==> config.mk <==
export PLATFORM = sky130hd
export DESIGN_NAME = pc_redirect_unit
export DESIGN_NICKNAME = d
export VERILOG_FILES = /design/src/rtl/pc_redirect_unit.sv
export SDC_FILE = /design/constraint.sdc
export NUM_CORES = 1
export LEC_CHECK = 0
export CORE_ASPECT_RATIO = 0.6
export CORE_UTILIZATION = 35
export CTS_BUF_LIST = sky130_fd_sc_hd__clkbuf_8 sky130_fd_sc_hd__clkbuf_16
export CTS_CLUSTER_SIZE = 20
export DETAILED_ROUTE_END_ITERATION = 16
export PLACE_DENSITY = 0.69
export SLEW_MARGIN = 25
export SYNTH_ARGS = -nofsm -noshare
export SYNTH_HDL_FRONTEND = slang
export SYNTH_SLANG_ARGS = --single-unit
==> constraint.sdc <==
create_clock -name clk -period 2 [get_ports clk]
set_input_delay 0.2 -clock clk [delete_from_list [all_inputs] [get_ports clk]]
set_output_delay 0.2 -clock clk [all_outputs]
set_load 0.005 [all_outputs]
==> src/rtl/pc_redirect_unit.sv <==
// Fetch-side PC owner: sequential fetch, EX-stage redirects, flush generation,
// deferred redirect while a fetch is in flight. Optional counters: PC_REDIRECT_STATS_EN.
module pc_redirect_unit #(
  parameter logic [31:0] RESET_PC = 32'h0000_0000,
  parameter logic [31:0] TRAP_PC  = 32'h0000_0100
) (
  input  logic        clk,
  input  logic        rst_n,
  input  logic        stall,
  input  logic        imem_ready,
  input  logic        ex_branch,
  input  logic        take_branch,
  input  logic        ex_jump,
  input  logic [31:0] ex_target,
  output logic [31:0] pc,
  output logic        if_valid,
  output logic        flush_ifid,
  output logic        flush_idex,
  output logic        misalign_trap,
  output logic [31:0] trap_addr
`ifdef PC_REDIRECT_STATS_EN
  ,
  output logic [31:0] branch_count,
  output logic [31:0] taken_count
`endif
);

  typedef enum logic {RUN = 1'b0, WAIT = 1'b1} state_t;

  state_t      r_state;
  logic [31:0] r_pc;
  logic [31:0] r_pending;
  logic        r_trap;
  logic [31:0] r_trap_addr;

  logic        w_redirect;
  logic        w_misaligned;
  logic        w_run;
  logic [31:0] w_next_target;

  always_comb begin
    w_redirect    = ex_jump | (ex_branch & take_branch);
    w_misaligned  = (ex_target[1:0] != 2'b00);
    w_next_target = w_misaligned ? TRAP_PC : ex_target;
    w_run         = (r_state == RUN);
  end

  // Redirect/stall inputs are meaningless in WAIT: EX holds a bubble after the flush.
  assign if_valid      = rst_n & w_run & imem_ready & ~w_redirect;
  assign flush_ifid    = rst_n & w_run & w_redirect;
  assign flush_idex    = rst_n & w_run & w_redirect;
  assign pc            = r_pc;
  assign misalign_trap = r_trap;
  assign trap_addr     = r_trap_addr;

  always_ff @(posedge clk) begin
    if (!rst_n) begin
      r_state     <= RUN;
      r_pc        <= RESET_PC;
      r_pending   <= '0;
      r_trap      <= 1'b0;
      r_trap_addr <= '0;
    end else begin
      r_trap <= 1'b0;
      case (r_state)
        RUN: begin
          if (w_redirect) begin
            if (w_misaligned) begin
              r_trap      <= 1'b1;
              r_trap_addr <= ex_target;
            end
            // An in-flight fetch cannot be cancelled, so park the target until it returns.
            if (imem_ready) begin
              r_pc <= w_next_target;
            end else begin
              r_pending <= w_next_target;
              r_state   <= WAIT;
            end
          end else if (imem_ready && !stall) begin
            r_pc <= r_pc + 32'd4;
          end
        end
        WAIT: begin
          if (imem_ready) begin
            r_pc    <= r_pending;
            r_state <= RUN;
          end
        end
        default: r_state <= RUN;
      endcase
    end
  end

`ifdef PC_REDIRECT_STATS_EN
  logic [31:0] r_branch_count;
  logic [31:0] r_taken_count;

  always_ff @(posedge clk) begin
    if (!rst_n) begin
      r_branch_count <= '0;
      r_taken_count  <= '0;
    end else if (w_run) begin
      if ((ex_branch || ex_jump) && (r_branch_count != '1))
        r_branch_count <= r_branch_count + 32'd1;
      if (w_redirect && (r_taken_count != '1))
        r_taken_count <= r_taken_count + 32'd1;
    end
  end

  assign branch_count = r_branch_count;
  assign taken_count  = r_taken_count;
`endif

endmodule

# Word level (Yosys, flattened, before mapping)

Index checks and enable logic that the tools add are counted.

Bits in registers: 98
Output and inout port bits: 68
Logic and storage cells: 36

$add $sub $neg: 1
Equal/unequal tests: 3
Multiplexer cells: 10
Bitwise gates (word level): 10
Reductions and logical operators: 7

Operator list:

| kind                                                                     | number |
|---|---|
| 32-bit 2-to-1 mux                                                        | 5 |
| 32-bit one-hot mux with 2 select lines                                   | 1 |
| 32-bit by 3-bit adder with 32-bit output (second input constant)         | 1 |
| 3-bit AND reduction                                                      | 3 |
| 1-bit bitwise AND                                                        | 5 |
| 1-bit inverter                                                           | 4 |
| 1-bit 2-to-1 mux                                                         | 3 |
| 3-bit by 2-bit inequality test with 1-bit output (second input constant) | 1 |
| 3-bit inequality test (second input constant)                            | 1 |
| 3-bit OR reduction                                                       | 1 |
| 2-bit inequality test (second input constant)                            | 1 |
| 1-bit one-hot mux with 2 select lines                                    | 1 |
| 2-bit nonzero test                                                       | 1 |
| 1-bit logical AND                                                        | 1 |
| 1-bit logical NOT                                                        | 1 |
| 1-bit bitwise OR                                                         | 1 |

# Longest topological paths before layout

Depth after elaboration: 5
Depth in mapped cells: 7

# Worst setup path after synthesis

No wires, ideal clock.

Path kind: register -> register
From: register r_pc[2], in the netlist pc[2]
To: register r_pc[26], in the netlist pc[26]
Arrival: 1.780 ns
Data required time: 1.873 ns
Slack: 0.093 ns
Cell stages (with the launch flop): 7
Period minus slack after synthesis: 1.907 ns
Path through: dfxtp_1 ha_1 nand4_1 or3_1 nor4_1 o21ai_0 or3_1

Longest elaborated chain between the ends: 4

Ends and longest elaborated chain:

| element                                  | line | RTL |
|---|---|---|
| start: declaration                       | 31   | `logic [31:0] r_pc;` |
| start signal: assignment                 | 74   | `r_pc <= w_next_target;` |
| start signal: assignment                 | 80   | `r_pc <= r_pc + 32'd4;` |
| start signal: assignment                 | 85   | `r_pc <= r_pending;` |
| 32-bit by 3-bit adder with 32-bit output | 80   |  |
| 32-bit 2-to-1 mux                        | 79   | `end else if (imem_ready && !stall) begin` |
| 32-bit 2-to-1 mux                        | 67   | `if (w_redirect) begin` |
| 32-bit one-hot mux with 2 select lines   | 65   | `case (r_state)` |

Every way passes these cells. The select of a mux whose other input is x is not followed.
A chain may end at the register's enable or synchronous reset.

# Worst setup path in the final report

From: register r_pc[3], in the netlist pc[3]
To: register r_pc[26], in the netlist pc[26]

The elaborated chain is that of the path after synthesis.

==> out/qor.log <==
INFO  layout         fill_cells=1201
INFO  min_path       holdCritPathClass=in -> reg
INFO  synthesis      synth_async_sr_flop_share=0
INFO  synthesis      multiplexer_area_fraction_after_synthesis=0.00643
INFO  sta            max_slew.worst_pin.slew=0.419ns
INFO  global_routing grt_pass1_vias=4831
INFO  layout         seq_area=0.00197sqmm
INFO  global_routing grt_start_max_net_pins=47
INFO  power          power_after_layout=4.65mW
INFO  critical_path  cp_data_arrival_time=2.18ns
INFO  route          post_drt_via_cell_ratio=5.75
INFO  sta            final.period_utilization=0.973
INFO  synthesis      synthSimpleGateAreaFrac=0.260
INFO  critical_path  r2r_setup_slack=0.05ns
INFO  floorplan      floorplan.die.height=91.5um
INFO  cts            maximum_level_of_the_cts_h_tree=3
INFO  synthesis      synth_fp_nets=623
INFO  power          powerDensity=692mW/mm^2
INFO  synthesis      synth_fa_ha_area_frac=0.00268
INFO  cts            insertion_delay=0.35ns
INFO  synthesis      synth_top_family_by_area=compound AO/OA/AOI/OAI gates
INFO  cts            holdBufCountCts=0
INFO  sta            finalHoldWorstSlack=0.245ns
INFO  synthesis      post_synthesis_compound_gate_area_fraction=0.265
INFO  global_routing grt_antenna_before_repair=0
INFO  run            timing.max_cap.violations=0
INFO  critical_path  timing_worst_setup_path_type=reg -> reg
INFO  critical_path  cp.required=2.23ns
INFO  placement      finalWeightedCongestion=0.912
INFO  floorplan      design.die.area=0.0138sqmm
INFO  layout         layout-drive-gt1-share=0.163
INFO  synthesis      number_of_warnings_issued_by_yosys=0
INFO  synthesis      synth-seq-cells=98
INFO  floorplan      floorplan.io_pins=107
INFO  global_routing grt_first_pass_wirelength=25.5mm
INFO  cts            ctsRootBufferMaster=clkbuf_16
INFO  floorplan      floorplan.core_area=0.0129sqmm
INFO  sta            period_needed=1.95ns
INFO  cts            cts_inserted_buffers=9
INFO  sta            fin_worst_skew=0.00596ns
INFO  critical_path  start_kind=flop
INFO  sta            grt_setup_unrepaired=no
INFO  route          wirelength=16.3mm
INFO  synthesis      yosysSeqAreaShare=0.420
INFO  route          vias=5171
INFO  cts            cts_num_sinks=98
INFO  route          antenna_left=0
INFO  sta            slew_headroom=0.721
INFO  synthesis      cell_area_synth=0.00467sqmm
INFO  cts            clock_path_buffers=2
INFO  synthesis      number_of_enable_type_register_cells_in_the_synthesized_netlist=0
INFO  global_routing grt_use_total=0.238
INFO  synthesis      synth.avg_cell_area=8.01squm
INFO  placement      place.detailed.hpwl=11.9mm
INFO  route          number_of_remaining_drc_errors=0
INFO  layout         multiInputGateArea=0.00257sqmm
INFO  layout         area_delta_synth_final=43.9%
INFO  power          worst_ir_drop_on_vdd=0.478mV
INFO  global_routing gr-total-overflow=0
INFO  cts            worst_setup_hold_path_clk_slew=0.07ns
INFO  floorplan      die_x=151um
INFO  power          power_leakage=2.48nW
INFO  floorplan      row_count=32
INFO  route          drt-initial-drc-count=476
INFO  route          detailed_route_wire_length_per_cell=18.1um
INFO  sta            fmaxAchievable=514MHz
INFO  layout         nNetsFinal=765
INFO  sta            timing.final.max_slew_violations=0
INFO  cts            tritoncts=built
INFO  critical_path  critPathMaxFanout=3
INFO  sta            final-hold-violation-count=0
INFO  power          share_comb_of_total_power=0.167
INFO  power          sequentialPowerShare=0.449
INFO  power          swShare=0.271
INFO  synthesis      syn-instance-count=583
INFO  layout         antennaDiodeCount=0
INFO  placement      input_output_buffers=106
INFO  synthesis      primary_ff_master_synth=dfxtp_1
INFO  power          power_frac_clock=0.384
INFO  floorplan      starting_density_of_the_core=0.361
INFO  synthesis      yosys.cell_types.count=62
INFO  route          detailedRoute.firstPassIterationCount=5
INFO  synthesis      post_synth_xor_area_fraction=0
INFO  critical_path  setup.worst_path.end_class=flop
INFO  power          netSwitchingPower=1.26mW
INFO  run_status     run_status=finished clean
INFO  power          intPower=3.39mW
INFO  sta            setup_viol_count_final=0
-- metal layers --
metal  vias up  share of wire  global-route usage
met5         -              0                   0
met4         0          0.019              0.0642
met3        27          0.072              0.0528
met2       230           0.44               0.359
met1      2500           0.47               0.339
li1       2414              -                   -
-- cell usage in the layout (no fill, tap or decap), types with 4 or more instances in the layout --
master	Yosys	routed
nand2_1	116	115
clkdlybuf4s50_1	0	104
dfxtp_1	98	94
buf_4	1	68
a21oi_1	52	52
nand3_1	47	47
a21boi_0	31	31
o21ai_0	22	22
nor2_1	20	19
a22oi_1	9	9
clkbuf_16	0	9
and3_1	8	8
o211ai_1	8	8
inv_1	6	7
nand4_1	7	7
nor4_1	10	7
nor3_1	10	7
a211o_1	5	5
a32oi_1	5	5
a221oi_1	5	5
and2_1	5	5
or3_1	5	4
o22ai_1	4	4
a31oi_1	4	4
o221a_2	4	4
dfxtp_2	0	4
buf_12	0	4
-- what timing repair did --
action,4_1_cts,5_1_grt
buffers inserted,1,0
gates resized for setup,3,12
hold endpoints to repair,0,0
pin swaps,1,3
endpoints found under the setup margin,4,9
-- synthesized netlist by cell type, types with 2 or more instances --
cell type	number	area share
o21ai_1	2	0.0021
a21oi_1	52	0.056
o31a_1	3	0.0056
and2_1	5	0.0067
a222oi_1	3	0.0064
a22o_1	3	0.0056
a21o_1	2	0.0032
a32oi_1	5	0.0094
o22ai_1	4	0.0054
nor4_1	10	0.013
o21ai_0	22	0.024
or2_2	2	0.0027
or3_1	5	0.0067
a41oi_1	2	0.0038
a211o_1	5	0.0094
buf_2	7	0.0075
nand2_1	116	0.093
nor2b_1	2	0.0027
nor3_1	10	0.011
o21a_1	3	0.0048
a221o_1	3	0.0064
clkbuf_1	36	0.029
a22oi_1	9	0.014
dfxtp_1	98	0.42
inv_1	6	0.0048
mux2i_1	3	0.0064
a31oi_1	4	0.0054
buf_1	3	0.0024
o221a_2	4	0.0096
and4_1	2	0.0038
o211ai_1	8	0.013
nor2_1	20	0.016
nor3b_1	2	0.0032
nand4_1	7	0.0094
a221oi_1	5	0.0094
nand3_1	47	0.050
and3_1	8	0.011
a21boi_0	31	0.050
-- through the flow --
| step | TNS [ns] | worst slack [ns] | instance area (sq um) | cells | utilization |
|---|---|---|---|---|---|
| 5_1_grt | 0 | 0.00450 | 6720 | 900 | 0.520 |
| 2_1_floorplan | 0 | 0.0931 | 4670 | 583 | - |
| 4_1_cts | 0 | 0.0106 | 6670 | 900 | 0.516 |
| 3_3_place_gp | -0.635 | -0.0768 | 6350 | 883 | 0.491 |
| 3_5_place_dp | -2.68 | -0.120 | 6350 | 883 | 0.491 |
| 6_report | 0 | 0.0538 | 6720 | 900 | 0.520 |
-- power groups by stage --
stage                     sequential [mW]  clock (mW)  combinational (mW)
after floorplan                      2.13           0               0.311
after global placement               2.13           0               0.746
after detailed placement             2.13           0               0.762
after CTS                            2.09        1.82               0.769
after global routing                 2.10        1.90               0.835
final                                2.09        1.79               0.777
-- logic make-up after synthesis --
kind of cell	count (synthesis)
flops	98
fa+ha+maj	1
simple gates	247
compound gates	180
mux	3
buf+inv	54
-- state kept, by name, indices dropped and copies added, names as in the netlist --
name           flops
r_state            1
pc                32
trap_addr         32
r_pending         32
misalign_trap      1
-- worst max-delay path, cell delays in order (launching register included) --
cell and delay [ns]:
dfxtp_2 0.35, ha_2 0.17, nand4_1 0.17, or3_4 0.48, nor4_1 0.25, o21ai_0 0.11, or3_1 0.30
-- path summary, 6_finish.rpt --
| check | start | endpoint | depth (start not counted) |
|---|---|---|---|
| worst max-delay path | pc[3]$_SDFFE_PN0P_ | pc[26]$_SDFFE_PN0P_ | 6 |
| worst min register to register | trap_addr[24]$_SDFFE_PN0P_ | trap_addr[24]$_SDFFE_PN0P_ | 2 |
| worst min-delay path | rst_n | pc[30]$_SDFFE_PN0P_ | 2 |
| worst max register to register | pc[3]$_SDFFE_PN0P_ | pc[26]$_SDFFE_PN0P_ | 6 |
-- cell type report --
cell class / count / share of cell area
clock buffer: 9 / 0.0335
clock inverter: 7 / 0.0115
sequential: 98 / 0.293
inverter: 7 / 0.00391
timing repair buffer: 178 / 0.245
tap: 170 / 0.0316
multi-input combinational: 431 / 0.382
Power figures use the tool's default switching activity.
